## src/rtl/multi_chan_counter_if.sv

```systemverilog
// Control and status bundle for multi_chan_counter; master drives controls, slave returns counts.
// Per-channel fields are packed with channel i at [i*WIDTH +: WIDTH].
interface multi_chan_counter_if #(
    parameter int WIDTH    = 4,
    parameter int CHANNELS = 2
);
    logic [CHANNELS-1:0]       en;
    logic [CHANNELS-1:0]       dir;
    logic [CHANNELS-1:0]       force_en;
    logic [CHANNELS*WIDTH-1:0] force_val;
    logic [CHANNELS*WIDTH-1:0] count;
    logic [CHANNELS-1:0]       tc;

    modport master (
        output en, dir, force_en, force_val,
        input  count, tc
    );

    modport slave (
        input  en, dir, force_en, force_val,
        output count, tc
    );
endinterface

```

## src/rtl/multi_chan_counter.sv

```systemverilog
// N independent up/down counters with clear, override and wrap/saturate boundary flag.
// Latency: one registered cycle, no combinational path; no backpressure, inputs consumed every edge.
module multi_chan_counter #(
    parameter int WIDTH    = 4,
    parameter int CHANNELS = 2,
    parameter int SATURATE = 0
) (
    input  logic                  clk,
    input  logic                  rst,
    multi_chan_counter_if.slave   bus
);
    localparam logic [WIDTH-1:0] ONE = WIDTH'(1);
    localparam logic [WIDTH-1:0] MAX = '1;

    for (genvar g = 0; g < CHANNELS; g++) begin : g_ch
        logic [WIDTH-1:0] cnt_q;
        logic             tc_q;
        logic [WIDTH-1:0] stepped;
        logic             at_bound;

        assign at_bound = bus.dir[g] ? (cnt_q == MAX) : (cnt_q == '0);
        assign stepped  = bus.dir[g] ? (cnt_q + ONE) : (cnt_q - ONE);

        always_ff @(posedge clk) begin
            if (rst) begin
                cnt_q <= '0;
                tc_q  <= 1'b0;
            end else if (bus.force_en[g]) begin
                cnt_q <= bus.force_val[g*WIDTH +: WIDTH];
                tc_q  <= 1'b0;
            end else if (!bus.en[g]) begin
                cnt_q <= '0;
                tc_q  <= 1'b0;
            end else if (at_bound && (SATURATE != 0)) begin
                // Blocked step: value holds, flag repeats every edge it stays blocked.
                tc_q  <= 1'b1;
            end else begin
                cnt_q <= stepped;
                tc_q  <= at_bound;
            end
        end

        assign bus.count[g*WIDTH +: WIDTH] = cnt_q;
        assign bus.tc[g]                   = tc_q;
    end
endmodule

```

## src/flat_wrapper.sv

```systemverilog
// flat-port wrapper written by rule: the top's interface ports become plain ports
module multi_chan_counter_flat 
#(
    parameter int WIDTH    = 4,
    parameter int CHANNELS = 2,
    parameter int SATURATE = 0
)
  (clk, rst, bus_en, bus_dir, bus_force_en, bus_force_val, bus_count, bus_tc);
  multi_chan_counter_if #(.WIDTH(WIDTH), .CHANNELS(CHANNELS)) bus_i ();
  input  logic clk;
  input  logic rst;
  input wire logic [$bits(bus_i.en)-1:0] bus_en;
  input wire logic [$bits(bus_i.dir)-1:0] bus_dir;
  input wire logic [$bits(bus_i.force_en)-1:0] bus_force_en;
  input wire logic [$bits(bus_i.force_val)-1:0] bus_force_val;
  output wire logic [$bits(bus_i.count)-1:0] bus_count;
  output wire logic [$bits(bus_i.tc)-1:0] bus_tc;
  assign bus_i.en = bus_en;
  assign bus_i.dir = bus_dir;
  assign bus_i.force_en = bus_force_en;
  assign bus_i.force_val = bus_force_val;
  assign bus_count = bus_i.count;
  assign bus_tc = bus_i.tc;
  multi_chan_counter #(.WIDTH(WIDTH), .CHANNELS(CHANNELS), .SATURATE(SATURATE)) u_core (.clk(clk), .rst(rst), .bus(bus_i));
endmodule
```

## config.mk

```make
export PLATFORM = sky130hd
export DESIGN_NAME = multi_chan_counter_flat
export DESIGN_NICKNAME = d
export VERILOG_FILES = /design/src/rtl/multi_chan_counter_if.sv /design/src/rtl/multi_chan_counter.sv /design/src/flat_wrapper.sv
export SDC_FILE = /design/constraint.sdc
export NUM_CORES = 1
export LEC_CHECK = 0
export CORE_UTILIZATION = 44
export DETAILED_ROUTE_END_ITERATION = 7
export PLACE_DENSITY = 0.82
export SETUP_SLACK_MARGIN = 0.4
export SYNTH_ARGS = -nofsm -noshare
export SYNTH_HDL_FRONTEND = slang
export SYNTH_SLANG_ARGS = --single-unit
```

## constraint.sdc

```tcl
create_clock -name clk -period 3.04 [get_ports clk]
set_clock_uncertainty 0.15 [all_clocks]
set_input_delay 0.608 -clock clk [delete_from_list [all_inputs] [get_ports clk]]
set_output_delay 0.608 -clock clk [all_outputs]
set_load 0.05 [all_outputs]
```

== Word-level counts from Yosys, hierarchy flattened ==
Index checks and enable logic that the tools add are counted.
Storage, ports and cells
  bits in registers: 10
  bits in latches: 0
  memory bits (writable): 0
  bits in read-only memories: 0
  bits of input ports: 16
  output and inout port bits: 10
  logic and storage cells: 24
  memories: 0
Operators by class
  $add $sub $neg: 4
  multipliers: 0
  divide/modulo/power cells: 0
  order comparisons: 0
  equality and inequality tests: 2
  shift operators: 0
  multiplexer cells: 8
  bitwise operators: 2
  reduce and logical (&&, ||, !) cells: 4
Operators by type and width (number)
  two-way mux 4 bit: 6
  adder 4 x 1 -> 4 bit, second input constant: 2
  equality test 4 bit, second input constant: 2
  logical NOT 4 bit: 2
  subtractor 4 x 1 -> 4 bit, second input constant: 2
  OR reduction 3 bit: 2
  two-way mux 1 bit: 2
  NOT 1 bit: 2

== Logic depth before layout (Yosys ltp) ==
  depth after elaboration: 4
  mapped depth: 5
  mapped depth without buffers: 5

== Least setup slack after synthesis ==
No wires, ideal clock.
  path kind: reg-to-reg
  from: reg u_core.g_ch[0].cnt_q[0]
  to: reg u_core.g_ch[0].cnt_q[2]
  setup time: 0.070 ns
  arrival time: 1.600 ns
  data required time: 2.820 ns
  setup slack: 1.221 ns
  cell stages (with the launch flop): 6
  buffers on the path: 0
  clock period less this slack: 1.819 ns
  cells stage by stage: dfxtp_1 inv_1 fa_1 xnor2_1 nand3b_1 a21oi_1
Between the ends
  word-level cells in the longest chain between the ends: 4
  elaborated cells on any way between the ends: 5
  classes of those cells: 2 x add/sub; 3 x mux
Ends and longest elaborated chain
  from (decl): line multi_chan_counter.sv:16  | logic [WIDTH-1:0] cnt_q;
  from (signal assigned): line multi_chan_counter.sv:29  | cnt_q <= bus.force_val[g*WIDTH +: WIDTH];
  from (signal assigned): line multi_chan_counter.sv:38  | cnt_q <= stepped;
  subtractor 4 x 1 -> 4 bit or adder 4 x 1 -> 4 bit (tied branches): line multi_chan_counter.sv:22  | assign stepped = bus.dir[g] ? (cnt_q + ONE) : (cnt_q - ONE);
  two-way mux 4 bit *: line multi_chan_counter.sv:22
  two-way mux 4 bit *: line multi_chan_counter.sv:31  | end else if (!bus.en[g]) begin
  two-way mux 4 bit *: line multi_chan_counter.sv:28  | end else if (bus.force_en[g]) begin
Mark *: on every way between the ends. The rest lies on a longest branch, timed or not.
A chain may end at the register's enable or synchronous reset.

== Worst setup path in the final report ==
  from: reg u_core.g_ch[1].cnt_q[0]
  to: out bus_count[4]
RTL lines
  from (decl): line multi_chan_counter.sv:16
  from (signal assigned): line multi_chan_counter.sv:29
  from (signal assigned): line multi_chan_counter.sv:38
  to (decl): line flat_wrapper.sv:16  | output wire logic [$bits(bus_i.count)-1:0] bus_count;
No word-level cell between the ends.

==> flow_summary.ini <==
[synth]
ys_ff_latch = 10
yosysUniqueCellTypes = 18
ys.warnings.count = 0
synth_seq_area_share_pct = 32.0
syn_area_per_cell_sq_um = 8.69
synth_nets = 94
synthCells = 72
synthesis.area_sq_um = 626

[global_route]
grt_first_pass_wirelength_mm = 2.42
track_usage_pct = 24.0
grt_max_degree = 10
overflow = 0
grt_pass1_vias = 535
antenna_found_initial = 0

[clock_tree]
cts-root-buf = clkbuf_4
cts_tree = built
ctsResizeCount = 0
cts-hold-fix-buffers = 0
h-tree-depth = 1
clockBufferDepth = 2
clk_latency_ns = 0.27
cts_sinks = 10
path_clk_slew_ns = 0.07
numCtsBuffers = 3
cts_setup_buffers = 0

[drt]
totalWireLength_mm = 1.46
viasPerCell = 5.27
ant_nets = 0
wire_per_inst_microns = 12.9
dr.pass1.iters = 4
vias = 596
drc_errors = 0
drt-initial-drc-count = 18

[critical_path]
r2r_end = u_core.g_ch[1].cnt_q[1]
reg2regPathDepth = 5
crit_slowest_cell = clkdlybuf4s50_1
rrSetupSlack_ns = 1.37
crit_family = buffers and inverters
startpoint_type = register
end_kind = primary output
crit_cells = 1
cp_max_fo = 5
path_cells = clkdlybuf4s50_1
criticalPathCategory = reg -> out
reg2reg_from = u_core.g_ch[1].cnt_q[0]
arrival_ns = 1.52
cp.required_ns = 2.28
path_buf_inv = 1
slowest_delay_ns = 0.83

[min_path]
min_from = u_core.g_ch[0].cnt_q[3]
hp-class = reg -> reg
hold_path_end = u_core.g_ch[0].tc_q
holdPathStages = 2

[cells_and_area]
syn_to_final_growth_pct = 44.6
utilization_pct = 68.7
final_nets = 121
final_area_sq_um = 905
fill_cells = 110
antenna_cells = 0
drive_gt1_share_pct = 6.12

[sta]
hold_viol = 0
rsz0062_at_grt = no
tns_ns = 0
setup_viol = 0
finalCriticalPeriod_ns = 2.27
slew_headroom_pct = 67.2
worst_pin_slew_ns = 0.491
period_share_pct = 74.8
timing.fmax_mhz = 440
slew_violations = 0
setup_ws_ns = 0.766

[place]
dp_hpwl_mm = 1.14
io_buffer_count = 25
gp_congestion = 0.725
place_area_sq_um = 868
dpl_worst_slack_ns = 0.768

[power]
p_total_uw = 394
max-vdd-ir-drop_v = 0.000260
p_leak_uw = 0.000352
powerDensity_mw_per_mm2 = 435

[floorplanning]
start_util_pct = 47.5
die-area_sq_mm = 0.00158
die_y_microns = 39.7
boundaryPins = 26
coreArea_sq_mm = 0.00132
fp-row-count = 13
die_x_microns = 39.7

[job]
maxCapViolCount = 0

[run_status]
status = finished, final reports clean
[placed cells by master (no fill, tap or decap), drive strengths merged, types with 4 or more instances in the layout]
cell type and n:
xnor2 4, dfxtp 10, nand3 8, a21oi 10
nor3b 4, ha 4, inv 7, nor2 6
clkbuf 4, clkdlybuf4s50 25
[power by group]
| part | total, uW | switching [uW] | internal, uW | leakage (uW) |
|---|---|---|---|---|
| clock | 126 | 53.0 | 72.9 | 0.0000210 |
| sequential | 148 | 9.06 | 139 | 0.0000824 |
| combinational | 119 | 65.0 | 54.4 | 0.000249 |
| total | 394 | 127 | 266 | 0.000352 |
[state kept, by name, summed over array words and instances (netlist names)]
| register | flops |
|---|---|
| u_core.g_ch.tc_q | 2 |
| u_core.g_ch.cnt_q | 8 |
[worst max path at each step]
stage | from | end
after floorplan | u_core.g_ch[0].cnt_q[0] | u_core.g_ch[0].cnt_q[2]
after global placement | bus_dir[1] | u_core.g_ch[1].cnt_q[3]
after detailed placement | bus_dir[0] | u_core.g_ch[0].cnt_q[3]
after CTS | u_core.g_ch[1].cnt_q[0] | bus_count[4]
after global routing | u_core.g_ch[0].cnt_q[0] | bus_count[0]
final | u_core.g_ch[1].cnt_q[0] | bus_count[4]
[synthesized netlist by cell type, drive strengths merged]
| library cell | count | area share (%) |
|---|---|---|
| a211o | 2 | 2.8 |
| and3 | 2 | 2.0 |
| a21oi | 10 | 8.0 |
| nor2 | 6 | 3.6 |
| xnor2 | 4 | 5.6 |
| inv | 7 | 4.2 |
| fa | 2 | 6.4 |
| dfxtp | 10 | 32 |
| nand3b | 2 | 2.4 |
| buf | 3 | 4.2 |
| or3b | 2 | 3.6 |
| nor3b | 4 | 4.8 |
| nand4 | 2 | 2.0 |
| nand3 | 8 | 6.4 |
| ha | 4 | 8.0 |
| nand2 | 2 | 1.2 |
| nand4b | 2 | 2.8 |
[routing by layer]
metal | share of wire, % | wire length (microns) | vias up | GRT usage, %
met5 | 0 | 0 | - | 0
met4 | 1.9 | 27 | 0 | 12.9
met3 | 2.7 | 40 | 4 | 6.82
met2 | 47 | 687 | 14 | 34.8
met1 | 48 | 699 | 272 | 31.2
li1 | - | - | 306 | -
[kinds of logic after synthesis]
group / synth area share, %
AOI/OAI and AO/OA: 10.8
buffers and inverters: 8.40
and+or+nand+nor: 28.8
xor gates and xnor gates: 5.60
adders and majority gates: 14.4
DFF: 32.0
[through the flow]
stage,instances,hold WS [ns]
after floorplan,72,0.564
after global placement,109,0.343
after detailed placement,109,0.361
after CTS,113,0.370
after global routing,113,0.399
final,113,0.374
[layout make-up]
class	instances	area (sq um)	share of cell area, %
multi-input cells	52	373	41.2
repair buffers	25	250	27.7
flip-flops and latches	10	200	22.1
clock buffers	4	36.3	4.01
inverters	7	26.3	2.90
well taps	15	18.8	2.07
No activity file was read; power rests on OpenSTA's default activity.
==> RTL edit: new RTL, same settings <==
`WIDTH` is set to 4 in 3 places; all go to 5.
--- a/src/rtl/multi_chan_counter_if.sv
+++ b/src/rtl/multi_chan_counter_if.sv
@@ -1,7 +1,7 @@
 // Control and status bundle for multi_chan_counter; master drives controls, slave returns counts.
 // Per-channel fields are packed with channel i at [i*WIDTH +: WIDTH].
 interface multi_chan_counter_if #(
-    parameter int WIDTH    = 4,
+    parameter int WIDTH    = 5,
     parameter int CHANNELS = 2
 );
     logic [CHANNELS-1:0]       en;
--- a/src/rtl/multi_chan_counter.sv
+++ b/src/rtl/multi_chan_counter.sv
@@ -1,7 +1,7 @@
 // N independent up/down counters with clear, override and wrap/saturate boundary flag.
 // Latency: one registered cycle, no combinational path; no backpressure, inputs consumed every edge.
 module multi_chan_counter #(
-    parameter int WIDTH    = 4,
+    parameter int WIDTH    = 5,
     parameter int CHANNELS = 2,
     parameter int SATURATE = 0
 ) (
--- a/src/flat_wrapper.sv
+++ b/src/flat_wrapper.sv
@@ -1,7 +1,7 @@
 // flat-port wrapper written by rule: the top's interface ports become plain ports
 module multi_chan_counter_flat 
 #(
-    parameter int WIDTH    = 4,
+    parameter int WIDTH    = 5,
     parameter int CHANNELS = 2,
     parameter int SATURATE = 0
 )
Ports: changed (resized bus_count and bus_force_val); port bits go from 26 to 30. No check against the original RTL was run, so the function may have changed too.
==> RTL edit against the original RTL <==
- the flow now finishes with violations (design-rule violations)
- first-iteration DRC count is the same
- critical endpoint is now bus_count[0]
- synthesized area grew 23%
- critical path depth is the same
- design area grew 21%
- wire length grew 20%
- worst setup slack lost 0.088 ns
- sequential cell count grew 2
- global-route usage shrank 3.6 points
- critical path type unchanged
- power grew 15%
- synthesized cell count grew 24%
- via count grew 29%
- largest power group unchanged
==> RTL edit: results <==
export IMPL_status="finished, violations left"
export IMPL_failed_checks="design-rule violations"
export IMPL_track_usage=0.203
export IMPL_synth_cell_types=22
export IMPL_syn_num_nets=115
export IMPL_insertedDiodeCount=0
export IMPL_max_stage_delay_ns=0.86
export IMPL_grt_pass1_wl_mm=2.86
export IMPL_n_fill_cell=124
export IMPL_io_buffers=29
export IMPL_clock_latency_ns=0.27
export IMPL_firstDrtPassIters=6
export IMPL_worst_path_max_fanout=6
export IMPL_drt_total_wl_mm=1.74
export IMPL_nNetsFinal=146
export IMPL_cts_htree_levels=1
export IMPL_async_flop_share=0
export IMPL_cts_repair_resized=0
export IMPL_dp_hpwl_mm=1.41
export IMPL_leakage_uw=0.000441
export IMPL_drc_errors=1
export IMPL_dpl_worst_slack_ns=0.501
export IMPL_antenna_found_initial=0
export IMPL_yosys_top_cells_area="dfxtp_1 31%, ha_1 9.8%, nor2_1 5.9%"
export IMPL_worst_pin_slew_ns=0.513
export IMPL_synth_seq_area_share=0.312
export IMPL_drtIter0Drc=18
export IMPL_max_clock_path_buffers=2
export IMPL_yosysWarnings=0
export IMPL_cts_inserted_buffers=3
export IMPL_ir_worst_vdd_uv=277
export IMPL_via_per_inst=5.67
export IMPL_crit_slowest_cell="clkdlybuf4s50_1"
export IMPL_grt_pass1_vias=707
export IMPL_layout_drive_gt1_share=0.0336
export IMPL_clkSlewWorstSetupHoldPaths_ns=0.07
export IMPL_top_regs="u_core.g_ch.cnt_q (10), u_core.g_ch.tc_q (2)"
export IMPL_synthFlopType="dfxtp_1"
export IMPL_synth_common_cells="12 x dfxtp_1, 12 x nor2_1, 8 x a21oi_1, 8 x nand3_1"
export IMPL_critical_path_top_delay_family="buffers and inverters"
export IMPL_place_gp_congestion=0.893
export IMPL_root_buffer="clkbuf_4"
export IMPL_grt_start_max_net_pins=17
export IMPL_postCtsSetupRepairBufs=0
export IMPL_min_delay_path_class="reg -> reg"
RTL edit: changes by cell type after synthesis, moves of 4 or more:
cell,delta
a22oi_1,+4
nor2b_1,+4
inv_1,-5
nand2_1,+4
and4_1,+4
nor2_1,+6
RTL edit: through the flow:
stage                util  cell area, sq um  std cells  hold WS [ns]
finish              0.696              1100        135         0.365
global route        0.696              1100        135         0.403
CTS                 0.696              1100        135         0.367
detailed placement  0.673              1060        131         0.355
global placement    0.673              1060        131         0.351
floorplan               -               769         89         0.560
RTL edit: path summary, 6_finish.rpt:
path,start,endpoint,slack [ns],depth (start not counted)
worst min register to register,u_core.g_ch[0].cnt_q[3]$_SDFF_PP0_,u_core.g_ch[0].tc_q$_SDFF_PP0_,0.37,2
worst max-delay path,u_core.g_ch[0].cnt_q[0]$_SDFF_PP0_,bus_count[0],0.68,1
worst min-delay path,u_core.g_ch[0].cnt_q[3]$_SDFF_PP0_,u_core.g_ch[0].tc_q$_SDFF_PP0_,0.37,2
worst max register to register,u_core.g_ch[1].cnt_q[3]$_SDFF_PP0_,u_core.g_ch[1].cnt_q[3]$_SDFF_PP0_,1.42,4
RTL edit: cell type report:
cell class,count,area (sq um),share of cell area
clock buffers,4,36.3,0.0331
inverters,2,7.51,0.00684
repair buffers,29,290,0.265
flip-flops and latches,12,240,0.219
well taps,16,20.0,0.0182
multi-input cells,72,503,0.458
RTL edit: logic make-up after synthesis:
| family | Yosys count | synth area share |
|---|---|---|
| xor+xnor | 4 | 0.0455 |
| flops | 12 | 0.312 |
| compound gates | 16 | 0.140 |
| fa+ha+maj | 8 | 0.150 |
| simple gates | 44 | 0.319 |
| buf+inv | 5 | 0.0341 |
RTL edit: worst register-to-register path: cells and delay by family (launching register included):
family / cells / cell delay [ns]
and+or+nand+nor: 2 / 0.36
DFF: 1 / 0.35
adders and majority gates: 1 / 0.35
AOI/OAI and AO/OA: 1 / 0.31
RTL edit: power by group:
part | switching, uW | internal [uW] | leakage [uW]
registers | 13.7 | 167 | 0.0000989
logic | 81.7 | 66.3 | 0.000321
clock network | 50.2 | 72.8 | 0.0000210
total | 146 | 307 | 0.000441
RTL edit: metal layers:
metal / track usage / vias up / wire [um]
li1: - / 388 / -
met1: 0.254 / 354 / 776
met2: 0.328 / 22 / 880
met3: 0.0750 / 2 / 74
met4: 0.0563 / 0 / 10
met5: 0 / - / 0
